$ cat src/rtl/calc_seq_ctrl.sv
// Calculator sequencer: key conditioning, A/op/B entry FSM and the arithmetic unit
// (single-cycle add/sub/mul, iterative restoring divide).
module calc_seq_ctrl #(
   parameter int unsigned WIDTH      = 4,
   parameter int unsigned DEB_CYCLES = 16
) (
   input  logic               clk,
   input  logic               rst_n,
   input  logic [WIDTH-1:0]   in_number,
   input  logic [1:0]         op_sel,
   input  logic               k_enter,
   input  logic               k_clr,
   output logic [2*WIDTH-1:0] disp_data,
   output logic [2:0]         led,
   output logic               busy,
   output logic               neg,
   output logic               err
);
   localparam int unsigned RW  = 2 * WIDTH;
   localparam int unsigned CW  = $clog2(WIDTH + 1);
   localparam int unsigned DCW = $clog2(DEB_CYCLES + 1);

   // Encodings double as the led pattern.
   typedef enum logic [2:0] {
      StA    = 3'b001,
      StOp   = 3'b010,
      StB    = 3'b011,
      StExec = 3'b100,
      StShow = 3'b101
   } state_e;

   logic           enter_meta_q, enter_sync_q, clr_meta_q, clr_sync_q;
   logic           deb_level_q, press_q, deb_toggle;
   logic [DCW-1:0] deb_cnt_q;

   state_e            state_q, state_d;
   logic [WIDTH-1:0]  a_q, a_d, b_q, b_d, rem_q, rem_d, quo_q, quo_d;
   logic [1:0]        op_q, op_d;
   logic [RW-1:0]     result_q, result_d, disp_q, disp_d;
   logic              neg_q, neg_d, err_q, err_d;
   logic [CW-1:0]     div_cnt_q, div_cnt_d;
   logic [WIDTH:0]    div_shift, div_sub;

   // Count consecutive samples disagreeing with the debounced level; any agreement restarts.
   assign deb_toggle = (enter_sync_q != deb_level_q) && (deb_cnt_q == DCW'(DEB_CYCLES - 1));

   always_ff @(posedge clk or negedge rst_n) begin
      if (!rst_n) begin
         enter_meta_q <= 1'b0;
         enter_sync_q <= 1'b0;
         clr_meta_q   <= 1'b0;
         clr_sync_q   <= 1'b0;
         deb_level_q  <= 1'b0;
         deb_cnt_q    <= '0;
         press_q      <= 1'b0;
      end else begin
         enter_meta_q <= k_enter;
         enter_sync_q <= enter_meta_q;
         clr_meta_q   <= k_clr;
         clr_sync_q   <= clr_meta_q;
         if ((enter_sync_q == deb_level_q) || deb_toggle) deb_cnt_q <= '0;
         else deb_cnt_q <= deb_cnt_q + DCW'(1);
         if (deb_toggle) deb_level_q <= ~deb_level_q;
         press_q <= deb_toggle & ~deb_level_q;
      end
   end

   always_comb begin
      state_d   = state_q;
      a_d       = a_q;
      b_d       = b_q;
      op_d      = op_q;
      result_d  = result_q;
      neg_d     = neg_q;
      err_d     = err_q;
      rem_d     = rem_q;
      quo_d     = quo_q;
      div_cnt_d = div_cnt_q;
      div_shift = {rem_q, quo_q[WIDTH-1]};
      div_sub   = div_shift - {1'b0, b_q};
      if (clr_sync_q) begin
         state_d  = StA;
         a_d      = '0;
         b_d      = '0;
         op_d     = '0;
         result_d = '0;
         neg_d    = 1'b0;
         err_d    = 1'b0;
      end else begin
         unique case (state_q)
            StA: if (press_q) begin
               a_d     = in_number;
               state_d = StOp;
            end
            StOp: if (press_q) begin
               op_d    = op_sel;
               state_d = StB;
            end
            StB: if (press_q) begin
               b_d       = in_number;
               rem_d     = '0;
               quo_d     = a_q;
               div_cnt_d = '0;
               state_d   = StExec;
            end
            StExec: begin
               state_d = StShow;
               case (op_q)
                  2'b00: result_d = RW'(a_q) + RW'(b_q);
                  2'b01: begin
                     result_d = (a_q < b_q) ? RW'(b_q - a_q) : RW'(a_q - b_q);
                     neg_d    = (a_q < b_q);
                  end
                  2'b10: result_d = RW'(a_q) * RW'(b_q);
                  default: begin
                     if (b_q == '0) begin
                        err_d    = 1'b1;
                        result_d = '0;
                     end else begin
                        // No borrow means the shifted partial remainder covers the divisor.
                        if (!div_sub[WIDTH]) begin
                           rem_d = div_sub[WIDTH-1:0];
                           quo_d = (quo_q << 1) | WIDTH'(1);
                        end else begin
                           rem_d = div_shift[WIDTH-1:0];
                           quo_d = quo_q << 1;
                        end
                        if (div_cnt_q == CW'(WIDTH - 1)) begin
                           result_d = {rem_d, quo_d};
                        end else begin
                           div_cnt_d = div_cnt_q + CW'(1);
                           state_d   = StExec;
                        end
                     end
                  end
               endcase
            end
            StShow: if (press_q) begin
               neg_d   = 1'b0;
               err_d   = 1'b0;
               state_d = StA;
            end
            default: state_d = StA;
         endcase
      end

      case (state_d)
         StA, StB: disp_d = RW'(in_number);
         StOp:     disp_d = RW'(a_d);
         StShow:   disp_d = result_d;
         default:  disp_d = disp_q;
      endcase
   end

   always_ff @(posedge clk or negedge rst_n) begin
      if (!rst_n) begin
         state_q   <= StA;
         a_q       <= '0;
         b_q       <= '0;
         op_q      <= '0;
         result_q  <= '0;
         disp_q    <= '0;
         neg_q     <= 1'b0;
         err_q     <= 1'b0;
         rem_q     <= '0;
         quo_q     <= '0;
         div_cnt_q <= '0;
      end else begin
         state_q   <= state_d;
         a_q       <= a_d;
         b_q       <= b_d;
         op_q      <= op_d;
         result_q  <= result_d;
         disp_q    <= disp_d;
         neg_q     <= neg_d;
         err_q     <= err_d;
         rem_q     <= rem_d;
         quo_q     <= quo_d;
         div_cnt_q <= div_cnt_d;
      end
   end

   assign disp_data = disp_q;
   assign led       = state_q;
   assign busy      = (state_q == StExec);
   assign neg       = neg_q;
   assign err       = err_q;

endmodule

$ cat config.mk
export PLATFORM = sky130hd
export DESIGN_NAME = calc_seq_ctrl
export DESIGN_NICKNAME = d
export VERILOG_FILES = /design/src/rtl/calc_seq_ctrl.sv
export SDC_FILE = /design/constraint.sdc
export NUM_CORES = 1
export LEC_CHECK = 0
export ABC_CLOCK_PERIOD_IN_PS = 6030
export CORE_MARGIN = 8
export CORE_UTILIZATION = 45
export DETAILED_ROUTE_END_ITERATION = 12
export PLACE_DENSITY_LB_ADDON = 0.12
export SYNTH_ARGS = -nofsm -noshare
export SYNTH_HDL_FRONTEND = slang
export SYNTH_SLANG_ARGS = --single-unit
$ cat constraint.sdc
create_clock -name clk -period 6.03 [get_ports clk]
set_input_delay 1.206 -clock clk [delete_from_list [all_inputs] [get_ports clk]]
set_output_delay 1.206 -clock clk [all_outputs]
set_load 0.005 [all_outputs]
==> summary.md, run 1 <==
| Metric | Value |
|---|---|
| Run status | `finished, final reports clean` |
| Die height | `107.4 microns` |
| DRC errors left | `0` |
| Clock buffer depth | `2` |
| Final core area utilization | `50.67%` |
| Setup_tns | `0 ns` |
| Switching pwr | `153.0 uW` |
| Library cells used by synthesis | `59` |
| Wire per inst | `17.86 microns` |
| Leak Pwr | `between 1.5 and 2 nW` |
| Synth top cells by count | `nor2_1 (57), dfrtp_1 (52), nand2_1 (42)` |
| CP max-delay cell | `or3b_1` |
| P&R area growth vs syn | `10.11%` |
| Pwr per Cell Area | `146.8 mW/mm^2` |
| Largest net degree at the start of global routing | `54` |
| IO buf count | `23` |
| Comb pwr share | `4.5%` |
| Post-synth top area cell | `dfrtp_1` |
| Share of power burned in registers | `59.6%` |
| RSZ-0062 raised after global routing | `false` |
| Routed vias/inst | `between 5 and 6` |
| Post-DP HPWL | `7.330 mm` |
| Mapped Nets | `473` |
| Post-CTS setup buffer count | `0` |
| H-tree lvl count | `2` |
| Register area share after synthesis | `35.28%` |
| Worst setup SP type | `flip-flop` |
| Area after DPL | `0.004049 sq mm` |
| Post-cts resize count | `0` |
| Post-synth EDFFs | `0` |
| Most common cell in the synthesized netlist | `nor2_1` |
| CTS Sinks | `53` |
| Ports | `24` |
| Grt ovf | `0` |
| Slowest cell delay on critical path | `0.64 ns` |
| Nets | `489` |
| Top FF cell, synth | `dfrtp_1` |
| Antenna violations before repair | `0` |
| Post-layout instance area | `0.004143 sq mm` |
| WHS | `approximately 0.35 ns` |
| All-layer global routing usage | `between 10% and 20%` |
| Cell internal pwr | `around 460 uW` |
| Crit-path cells | `or3b_1 -> inv_1 -> clkdlybuf4s50_1` |
| DR pass1 iterations | `4` |
| GP Congestion | `around 0.91` |
| Clk pwr share | `35.9%` |
| Max transition margin | `33.15%` |
| Slew Viols, Final | `0` |
| Crit path arrival time | `2.57 ns` |
| Worst slew pin tran | `0.9892 ns` |
| Reg clk slew, reported paths | `0.11 ns` |
| FMAX | `264.6 MHz` |
| Num CTS Buffers | `5` |
| Initial DRC count | `235` |
| Crit end category | `primary output` |
| Top post-synthesis cells by area | `dfrtp_1 (35%), ha_1 (11%), nor2_1 (5.7%)` |
| Fillers | `791` |
| Hold Buf Count CTS | `0` |
| Required time worst endpoint | `4.82 ns` |
| Async SR Flop Fraction | `100.0%` |
| VDD IR-drop max | `0.1160 mV` |
| Count of final setup violators | `0` |
| N_diodes | `0` |
| DR vias | `3099` |
| Avg Cell Area, Syn | `8.894 sq um` |
| Netlist Area Pre-Place | `0.003762 sq mm` |
| CTS tree | `built` |
| Vias in the first global route | `3030` |
| Cell row count | `33` |
| Layout Skew | `0.008981 ns` |
| Sw Share | `25.16%` |
| Total of warnings raised by yosys | `0` |
| Number of max-cap violations | `0` |
| Total power | `slightly above 600 uW` |
| Final Hold Fails | `0` |
| Die area | `approximately 0.012 sq mm` |
| Initial core utilization | `46.02%` |
| Seq cells post-synth | `53` |
| Width of the chip | `approximately 110 microns` |
| Multi-input gate area | `0.002202 sq mm` |
| CP Max Fanout | `17` |
| Final wirelength | `9.735 mm` |
| Root Driver | `clkbuf_8` |
| Worst skew pair latency | `slightly above 0.3 ns` |
| Reg area | `0.001328 sq mm` |
| CORE AREA | `around 0.0082 sq mm` |
| CP Class | `flip-flop to primary output` |
| Synth top area share | `34.59%` |
| Fin crit share | `62.67%` |
| Global-route wire length before repair | `about 16 mm` |
| Tmin final | `3.779 ns` |
| Layout cells sized above 1 | `4.773%` |
| ANT nets after route | `0` |
| Worst hold path class | `flip-flop to flip-flop` |
| Post-synthesis cell count | `423` |
==> power groups by stage <==
stage	Combinational [mW]	Clock (mW)	Sequential, mW
6_report	0.0275	0.218	0.362
5_1_grt	0.0312	0.237	0.363
4_1_cts	0.0283	0.223	0.362
3_5_place_dp	0.0284	0	0.369
3_3_place_gp	0.0282	0	0.369
2_1_floorplan	0.00785	0	0.369
==> logic make-up after synthesis <==
family	Yosys count	synth area share, %
muxes	16	4.290
adders and majority gates	40	14.90
buffers and inverters	54	6.185
and+or+nand+nor	148	19.29
AOI/OAI and AO/OA	101	17.49
DFF	53	35.28
xor gates and xnor gates	11	2.561
==> layout by cell type, fill, tap and decap left out, drive strengths merged, types with 3 or more instances in the layout <==
| cell type | n |
|---|---|
| inv | 39 |
| nor4 | 7 |
| nor2 | 58 |
| nand2 | 42 |
| nand3b | 4 |
| dfrtp | 52 |
| a31oi | 8 |
| o22ai | 5 |
| nor2b | 6 |
| a211oi | 4 |
| fa | 8 |
| o21a | 4 |
| mux2i | 15 |
| ha | 32 |
| nand2b | 5 |
| a21o | 4 |
| nand3 | 7 |
| a21oi | 22 |
| clkbuf | 5 |
| buf | 3 |
| xnor2 | 6 |
| o21ai | 27 |
| xor2 | 5 |
| o211ai | 5 |
| and3 | 3 |
| o31ai | 7 |
| clkdlybuf4s50 | 22 |
==> critical path, delay by kind of cell, from the launching register on <==
family	cells	cell delay [ns]
flops	1	0.55
simple gates	1	0.64
buf+inv	2	1.07
==> state kept, by name (all words and copies together) (netlist names) <==
| signal | count |
|---|---|
| enter_meta_q | 1 |
| op_q | 2 |
| clr_sync_q | 1 |
| rem_q | 4 |
| deb_cnt_q | 5 |
| disp_data | 8 |
| quo_q | 4 |
| div_cnt_q | 3 |
| led | 3 |
| clr_meta_q | 1 |
| err | 1 |
| result_q | 8 |
| press_q | 1 |
| deb_level_q | 1 |
| enter_sync_q | 1 |
| neg | 1 |
| b_q | 4 |
| a_q | 4 |
==> per-stage QoR <==
step / std cells / worst slack, ns
CTS: 545 / 2.272
global placement: 537 / 2.649
detailed placement: 537 / 2.567
finish: 545 / 2.251
floorplan: 423 / 2.817
global route: 545 / 2.104
==> layout make-up <==
class                   instances  share of cell area, %
multi-input cells             316                  53.16
clock inverters                 3                 0.6040
well taps                     105                  3.171
flip-flops and latches         53                  32.04
clock buffers                   5                  1.661
inverters                      38                  3.564
repair buffers                 25                  5.799
==> path summary, 6_finish.rpt <==
kind | from | endpoint | slack [ns] | cells past startpoint
min in group asynchronous | rst_n | disp_data[2] | 1.00 | 2
worst max register to register | b_q[1] | result_q[7] | 2.53 | 11
worst min register to register | clr_meta_q | clr_sync_q | 0.35 | 0
max in group asynchronous | rst_n | result_q[3] | 4.58 | 2
worst min-delay path | clr_meta_q | clr_sync_q | 0.35 | 0
worst max-delay path | led[2] | busy | 2.25 | 3
==> metal layers <==
metal	routed length [microns]	vias to the layer above	GRT usage, %
met5	0	-	0
met4	117	0	4.361
met3	478	13	2.575
met2	4334	88	27.76
met1	4805	1485	24.95
li1	-	1513	-
No activity file was read; power rests on OpenSTA's default activity.
==> run 2: changes to the inputs <==
- ABC_CLOCK_PERIOD_IN_PS: 6030 -> 3800
- clock period: 6.03 -> 3.8 ns (I/O delays scaled with it)
==> run 2 against run 1 <==
  * Combinational power is 49% higher
  * Cell count is 1.3% higher
  * Non-clock buffer count is 7 higher
  * First-iteration DRC count is 21% higher
  * Highest routed layer unchanged
  * Routed wire length is 3.0% higher
  * Die area stayed put
  * Critical endpoint is now result_q[7]
  * Worst hold slack better by 0.013 ns
  * Clock skew is 0.0048 ns lower
==> summary.md, run 2 (same netlist as run 1, synthesis figures left out) <==
| Metric | Value |
|---|---|
| Required time worst endpoint | `around 4 ns` |
| Post-cts resize count | `0` |
| Initial DRC count | `285` |
| Slew Viols, Final | `0` |
| Grt ovf | `0` |
| Global-route wire length before repair | `16.58 mm` |
| CP Class | `flip-flop to flip-flop` |
| CORE AREA | `0.008175 sq mm` |
| Worst skew pair latency | `roughly 0.32 ns` |
| Commonest non-fill, non-tap cell in the layout | `nor2_1` |
| WHS | `0.3660 ns` |
| ANT nets after route | `0` |
| N_diodes | `0` |
| Width of the chip | `107.4 microns` |
| CTS tree | `built` |
| Crit end category | `flip-flop` |
| Post-CTS setup buffer count | `0` |
| Vias in the first global route | `3222` |
| Count of final setup violators | `0` |
| VDD IR-drop max | `0.1614 mV` |
| Worst setup SP type | `flip-flop` |
| Reg clk slew, reported paths | `~0.11 ns` |
| DRC errors left | `0` |
| Final Hold Fails | `0` |
| FMAX | `283.9 MHz` |
| Setup_tns | `0 ns` |
| Run status | `finished, final reports clean` |
| CP Max Fanout | `8` |
| IO buf count | `23` |
| Routed vias/inst | `approximately 5.7` |
| Clock buffer depth | `2` |
| Initial core utilization | `46.02%` |
| CTS Sinks | `53` |
| Fin crit share | `between 90 and 100%` |
| Ports | `24` |
| P&R area growth vs syn | `11.61%` |
| All-layer global routing usage | `between 10% and 20%` |
| Antenna violations before repair | `0` |
| Final wirelength | `10.03 mm` |
| Hold Buf Count CTS | `0` |
| Die height | `107.4 microns` |
| GP Congestion | `approximately 0.90` |
| Worst slew pin tran | `0.9378 ns` |
| Worst hold path class | `flip-flop to flip-flop` |
| Post-DP HPWL | `between 7 and 8 mm` |
| Num CTS Buffers | `5` |
| Tmin final | `3.522 ns` |
| Root Driver | `clkbuf_8` |
| Max transition margin | `roughly 36%` |
| Layout Skew | `around 0.0042 ns` |
| Crit path arrival time | `3.77 ns` |
| DR vias | `3158` |
| Leak Pwr | `between 1.5 and 2 nW` |
| Largest net degree at the start of global routing | `30` |
| RSZ-0062 raised after global routing | `false` |
| Nets | `496` |
| Number of max-cap violations | `0` |
| Wire per inst | `18.17 microns` |
| Die area | `0.01154 sq mm` |
| H-tree lvl count | `2` |
| Commonest cells after routing, fill and taps aside | `nor2_1 (57), dfrtp_1 (52), nand2_1 (42)` |
| Pwr per Cell Area | `233.6 mW/mm^2` |
| Layout cells sized above 1 | `6.264%` |
| DR pass1 iterations | `5` |
| Cell row count | `33` |
-- run 2: worst paths after layout --
path,slack [ns],cells after the start,startpoint,to
max,0.28,11,a_q[1],result_q[7]
min,0.37,0,enter_meta_q,enter_sync_q
max reg2reg,0.28,11,a_q[1],result_q[7]
min reg2reg,0.37,0,enter_meta_q,enter_sync_q
max in group asynchronous,2.55,2,rst_n,rem_q[1]
min in group asynchronous,0.44,1,rst_n,led[1]
-- run 2: area by class of cell --
type                    instances  area [sq um]
fillers                       790          3976
multi-input cells             316          2202
flip-flops and latches         53          1328
repair buffers                 32         292.8
inverters                      38         147.6
well taps                     105         131.4
clock buffers                   5         68.82
clock inverters                 3         28.78
-- run 2: metal layers --
layer  part of all wire, %  wire length [microns]  track usage, %  up-vias
met3                   3.4                    336           2.275       14
met2                    46                   4588           28.46       84
met4                   2.5                    248           6.739        0
met5                     0                      0               0        -
li1                      -                      -               -     1523
met1                    48                   4855           24.69     1537
-- run 2: power by group --
group          switching (mW)  total [mW]  leakage, nW  internal [mW]
clock                   0.223       0.362       0.0506          0.139
combinational          0.0234      0.0411         1.09         0.0177
sequential            0.00737       0.578        0.716          0.571
total                   0.254       0.981         1.86          0.727
-- run 2: worst max-delay path: stages (launching register included) --
cell      delay, ns
dfrtp_1        0.58
nand2_1        0.13
fa_1           0.52
inv_1          0.05
fa_1           0.50
ha_1           0.30
a21o_1         0.19
o21ba_2        0.21
or4_1          0.51
o221ai_1       0.14
o211ai_1       0.15
a21oi_1        0.17
-- run 2: per-stage QoR --
stage	power (mW)	setup slack, ns	cell area, sq um	util, %	std cells
3_5_place_dp	0.6306	0.3060	4101	50.17	544
6_report	0.9810	0.2779	4199	51.36	552
3_3_place_gp	0.6301	0.4065	4101	50.17	544
2_1_floorplan	0.5980	0.5873	3762	-	423
4_1_cts	0.9852	0.2880	4199	51.36	552
5_1_grt	1.010	0.06983	4199	51.36	552
